**src/rtl/i2s_tx_if.sv**
```systemverilog
// Sample-pair handshake between an audio source and the I2S transmitter.
interface i2s_tx_if #(
  parameter int unsigned DATA_WIDTH = 16
) ();
  logic                  s_valid;
  logic                  s_ready;
  logic [DATA_WIDTH-1:0] s_left;
  logic [DATA_WIDTH-1:0] s_right;

  // Source side drives the pair, transmitter answers with ready.
  modport master (output s_valid, output s_left, output s_right, input s_ready);
  modport slave  (input s_valid, input s_left, input s_right, output s_ready);
endinterface

```
**src/rtl/i2s_tx.sv**
```systemverilog
// I2S / left-justified serial audio transmitter: one frame counter derives
// SCLK and LRCLK, a one-deep buffer decouples the source from frame loads.
module i2s_tx #(
  parameter int unsigned SCLK_DIV   = 8,
  parameter int unsigned SLOT_WIDTH = 16,
  parameter int unsigned DATA_WIDTH = 16,
  parameter int unsigned I2S_MODE   = 1
) (
  input  logic     clk_i2s,
  input  logic     reset_n,
  i2s_tx_if.slave  s,
  output logic     tx_mclk,
  output logic     tx_sclk,
  output logic     tx_lrclk,
  output logic     tx_data,
  output logic     underrun
);

  localparam int unsigned FRAME_CYC  = 2 * SLOT_WIDTH * SCLK_DIV;
  localparam int unsigned CTR_W      = $clog2(FRAME_CYC);
  localparam int unsigned FRAME_BITS = 2 * SLOT_WIDTH;
  localparam int unsigned HALF_CYC   = SCLK_DIV / 2;
  localparam int unsigned LR_CYC     = SLOT_WIDTH * SCLK_DIV;
  localparam int unsigned PAD        = SLOT_WIDTH - DATA_WIDTH;

  logic [CTR_W-1:0]      ctr;
  logic [CTR_W-1:0]      ctr_nxt;
  logic                  started;
  logic                  load;
  logic                  bit_edge;
  logic                  sclk_nxt;
  logic                  lrclk_nxt;
  logic                  accept;
  logic                  buf_full;
  logic                  buf_full_nxt;
  logic [DATA_WIDTH-1:0] buf_l;
  logic [DATA_WIDTH-1:0] buf_r;
  logic [FRAME_BITS-1:0] sh;
  logic [FRAME_BITS-1:0] frame_new;
  logic [FRAME_BITS-1:0] sh_src;
  logic                  lj_bit;
  logic                  dly;

  // MCLK is the master clock passed straight through to the DAC.
  assign tx_mclk = clk_i2s;

  // Next phase, frame load decision, next clock levels and next LJ bit.
  always_comb begin
    ctr_nxt = '0;
    if (started && (32'(ctr) != FRAME_CYC - 1)) begin
      ctr_nxt = ctr + CTR_W'(1);
    end
    load      = (ctr_nxt == '0);
    bit_edge  = ((32'(ctr_nxt) % SCLK_DIV) == 32'd0);
    sclk_nxt  = ((32'(ctr_nxt) % SCLK_DIV) >= HALF_CYC);
    lrclk_nxt = (32'(ctr_nxt) >= LR_CYC);

    accept       = s.s_valid & ~buf_full;
    buf_full_nxt = accept | (buf_full & ~load);

    frame_new = '0;
    if (buf_full) begin
      frame_new = {SLOT_WIDTH'(buf_l) << PAD, SLOT_WIDTH'(buf_r) << PAD};
    end
    sh_src = load ? frame_new : sh;
    lj_bit = sh_src[FRAME_BITS-1];
  end

  // Phase counter, clocks, holding buffer and serialiser state.
  always_ff @(posedge clk_i2s or negedge reset_n) begin
    if (!reset_n) begin
      started   <= 1'b0;
      ctr       <= '0;
      tx_sclk   <= 1'b0;
      tx_lrclk  <= 1'b0;
      tx_data   <= 1'b0;
      underrun  <= 1'b0;
      buf_full  <= 1'b0;
      s.s_ready <= 1'b1;
      buf_l     <= '0;
      buf_r     <= '0;
      sh        <= '0;
      dly       <= 1'b0;
    end else begin
      started   <= 1'b1;
      ctr       <= ctr_nxt;
      tx_sclk   <= sclk_nxt;
      tx_lrclk  <= lrclk_nxt;
      underrun  <= load & ~buf_full;
      buf_full  <= buf_full_nxt;
      s.s_ready <= ~buf_full_nxt;
      if (accept) begin
        buf_l <= s.s_left;
        buf_r <= s.s_right;
      end
      // Data moves only on SCLK falling edges; I2S lags LJ by one bit.
      if (bit_edge) begin
        sh      <= sh_src << 1;
        dly     <= lj_bit;
        tx_data <= (I2S_MODE != 0) ? dly : lj_bit;
      end
    end
  end

endmodule

```
**src/flat_wrapper.sv**
```systemverilog
// flat-port wrapper written by rule: the top's interface ports become plain ports
module i2s_tx_flat 
#(
  parameter int unsigned SCLK_DIV   = 8,
  parameter int unsigned SLOT_WIDTH = 16,
  parameter int unsigned DATA_WIDTH = 16,
  parameter int unsigned I2S_MODE   = 1
)
  (clk_i2s, reset_n, tx_mclk, tx_sclk, tx_lrclk, tx_data, underrun, s_s_valid, s_s_left, s_s_right, s_s_ready);
  i2s_tx_if #(.DATA_WIDTH(DATA_WIDTH)) s_i ();
  input  logic clk_i2s;
  input  logic reset_n;
  output logic tx_mclk;
  output logic tx_sclk;
  output logic tx_lrclk;
  output logic tx_data;
  output logic underrun;
  input wire logic [$bits(s_i.s_valid)-1:0] s_s_valid;
  input wire logic [$bits(s_i.s_left)-1:0] s_s_left;
  input wire logic [$bits(s_i.s_right)-1:0] s_s_right;
  output wire logic [$bits(s_i.s_ready)-1:0] s_s_ready;
  assign s_i.s_valid = s_s_valid;
  assign s_i.s_left = s_s_left;
  assign s_i.s_right = s_s_right;
  assign s_s_ready = s_i.s_ready;
  i2s_tx #(.SCLK_DIV(SCLK_DIV), .SLOT_WIDTH(SLOT_WIDTH), .DATA_WIDTH(DATA_WIDTH), .I2S_MODE(I2S_MODE)) u_core (.clk_i2s(clk_i2s), .reset_n(reset_n), .s(s_i), .tx_mclk(tx_mclk), .tx_sclk(tx_sclk), .tx_lrclk(tx_lrclk), .tx_data(tx_data), .underrun(underrun));
endmodule
```
**config.mk**
```make
export PLATFORM = sky130hd
export DESIGN_NAME = i2s_tx_flat
export DESIGN_NICKNAME = d
export VERILOG_FILES = /design/src/rtl/i2s_tx_if.sv /design/src/rtl/i2s_tx.sv /design/src/flat_wrapper.sv
export SDC_FILE = /design/constraint.sdc
export NUM_CORES = 1
export LEC_CHECK = 0
export ABC_AREA = 1
export CAP_MARGIN = 0
export CORE_MARGIN = 4
export CORE_UTILIZATION = 55
export DETAILED_ROUTE_END_ITERATION = 6
export PLACE_DENSITY = 0.8
export SLEW_MARGIN = 10
export SYNTH_ARGS = -nofsm -noshare
export SYNTH_HDL_FRONTEND = slang
export SYNTH_SLANG_ARGS = --single-unit
```
**constraint.sdc**
```tcl
create_clock -name clk_i2s -period 2.45 [get_ports clk_i2s]
set_input_delay 0.245 -clock clk_i2s [delete_from_list [all_inputs] [get_ports clk_i2s]]
set_output_delay 0.245 -clock clk_i2s [all_outputs]
set_load 0.01 [all_outputs]
```
==> out/qor.yml <==
setup_path:
  end_kind: "output pin"
  critPathKind: "clk2out"
  cp.arrival_ns: 1.92
  cp-start-kind: "clock port"
  cp.required_ns: 2.20
  r2r_slack_ns: 0.34
  cp_max_fo: 2
  reg2reg_depth: 11
sta:
  setup_slack_ns: 0.283
  finalSetupViolCount: 0
  slew_headroom_pct: 36.1
  tns_ns: 0
  rsz0062_at_grt: "no"
  skew_ns: 0.00692
  slew_violations: 0
  tightest_slew_ns: 0.958
  hold_viol: 0
layout:
  diodes: 0
  seq_area_mm2: 0.00195
  layout_common_cells: "nand2_1 (147), dfrtp_1 (77), nand3_1 (68), clkdlybuf4s50_1 (39), inv_1 (38)"
  nets: 494
  multi_input_area_mm2: 0.00145
  final_common_cell: "nand2_1"
  final_core_util_pct: 67.9
  fin_cells: 540
  layout-drive-gt1-share_pct: 14.5
  syn2layout_area_growth_pct: 18.5
  nFillCells: 505
power_and_ir_drop:
  powerDensity_mw_per_mm2: 937
  p_comb_share_pct: 25.2
  seq_power_share_pct: 46.4
  irDropWorstVdd_mv: 0.748
  p_total_w: 0.00409
  p_leak_nw: 2.17
  sw_frac_of_total_pct: 30.3
  p_clk_share_pct: 28.4
  internal_power_w: 0.00285
  switching_power_w: 0.00124
floorplanning:
  die_w_um: 89.8
  initial_core_util_pct: 57.3
  core_mm2: 0.00642
  num_rows: 29
  fp.dieArea_mm2: 0.00807
  io_pins: 41
  die-height_um: 89.8
detailed_routing:
  route.detailed.drc: 0
  vias_per_cell: 5.22
  vias: 2819
  first_pass_iters: 4
  postRouteAntennaNets: 0
  post_drt_wl_per_cell_um: 12.8
  drt_iter0_markers: 172
  totalWireLength_mm: 6.92
synth:
  synth_edf_count: 0
  syn_avg_cell_area_um2: 8.74
  syn-instance-count: 421
  synth_nets: 457
  syn-cell-area_mm2: 0.00368
  ys_async_sr_fraction_pct: 100
  yosysUniqueCellTypes: 25
  yosysWarnings: 0
  ys.flop_type: "dfrtp_1"
  ys_seq_area_share_pct: 53.1
  synth_seq_cells: 78
global_route:
  antenna_found_initial: 0
  use_met3_pct: 4.59
  grtUsageTotal_pct: 18.7
  use_met2_pct: 32.2
  use_met1_pct: 21.7
  busiest_layer: "met2"
  grt_pass1_wl_mm: 12.2
  grt_start_max_net_pins: 79
  overflow: 0
  grt_pass1_vias: 2856
min_path:
  worstHoldPathType: "in2reg"
  whs_path_depth: 2
place:
  dp_slack_ns: 0.374
  port-buffer-count: 40
  dp_hpwl_mm: 4.36
  placed_cells: 520
  routabilityCongestion: 0.750
run_status:
  outcome: "complete, no violations"
clock_tree:
  cts_tree: "built"
  hold_buffers: 1
  worstSkewPairLatency_ns: 0.45
  path_clk_slew_ns: 0.08
  post-cts-setup-buffer-count: 0
  cts_resized: 0
flow_run:
  maxCapViolCount: 0
## Yosys cell counts, types with 3 or more instances
cell type  count  share of area, %
buf_2         13               1.8
mux2_2        32               9.8
nand3_1       68               9.2
nor2_1        15               1.5
inv_1         38               3.9
o21bai_1       3              0.61
dfrtp_1       77                52
clkbuf_1       4              0.41
nand2_1      147                15
buf_6          3              0.92
a21oi_1        3              0.41
## power by group through the flow
| stage | clock (W) | sequential, W | combinational, W |
|---|---|---|---|
| final | 0.00116 | 0.00190 | 0.00103 |
| after global routing | 0.00125 | 0.00194 | 0.00119 |
| after CTS | 0.00119 | 0.00190 | 0.00105 |
| after detailed placement | 0.0000415 | 0.00191 | 0.00103 |
| after global placement | 0.0000415 | 0.00190 | 0.00100 |
| after floorplan | 0.0000336 | 0.00186 | 0.000797 |
## worst max-delay path, stage by stage
cell and delay [ns]:
clkbuf_8 0.11, clkbuf_8 0.12, clkdlybuf4s50_1 0.47
## per-stage QoR
step                      cell area [µm²]  hold WS (ns)
after floorplan                      3680       -0.0506
after global routing                 4360         0.382
after global placement               4100         0.453
after CTS                            4360         0.385
final                                4360         0.395
after detailed placement             4100         0.452
## state kept, by name, indices dropped and copies added, names as in the netlist
name and count:
u_core.tx_data 1, u_core.ctr 8, u_core.buf_r 16, u_core.s.s_ready 1, u_core.sh 31, u_core.buf_l 16
u_core.tx_lrclk 1, u_core.dly 1, u_core.buf_full 1, u_core.started 1, u_core.underrun 1
## final cells by class
class	instances	area share, %
multi-input cells	280	33.3
repair buffers	45	10.3
clock buffers	17	5.05
inverters	40	3.44
clock inverters	3	0.975
flip-flops and latches	78	44.8
well taps	77	2.21
## kinds of logic after synthesis
kind of cell               synth area share (%)
adders and majority gates                 0.340
other                                     0.102
AOI/OAI and AO/OA                          1.19
buffers and inverters                      7.58
xor gates and xnor gates                  0.238
and+or+nand+nor                            27.7
DFF                                        53.1
muxes                                      9.79
## layer usage
metal,part of all wire [%],wire (µm)
met1,42,2920
met2,51,3530
met3,4.7,324
met4,2.1,145
met5,0,0
## path summary, 6_finish.rpt
kind,startpoint,end
setup / recovery,clk_i2s,tx_mclk
hold / removal,s_s_right[14],u_core.buf_r[14]$_DFFE_PN0P_
setup reg to reg,u_core.ctr[0]$_DFF_PN0_,u_core.sh[3]$_DFFE_PN0N_
hold reg to reg,u_core.sh[6]$_DFFE_PN0N_,u_core.sh[6]$_DFFE_PN0N_
max in group asynchronous,reset_n,u_core.sh[21]$_DFFE_PN0N_
min in group asynchronous,reset_n,u_core.buf_r[1]$_DFFE_PN0P_
No activity file was read; power rests on OpenSTA's default activity.
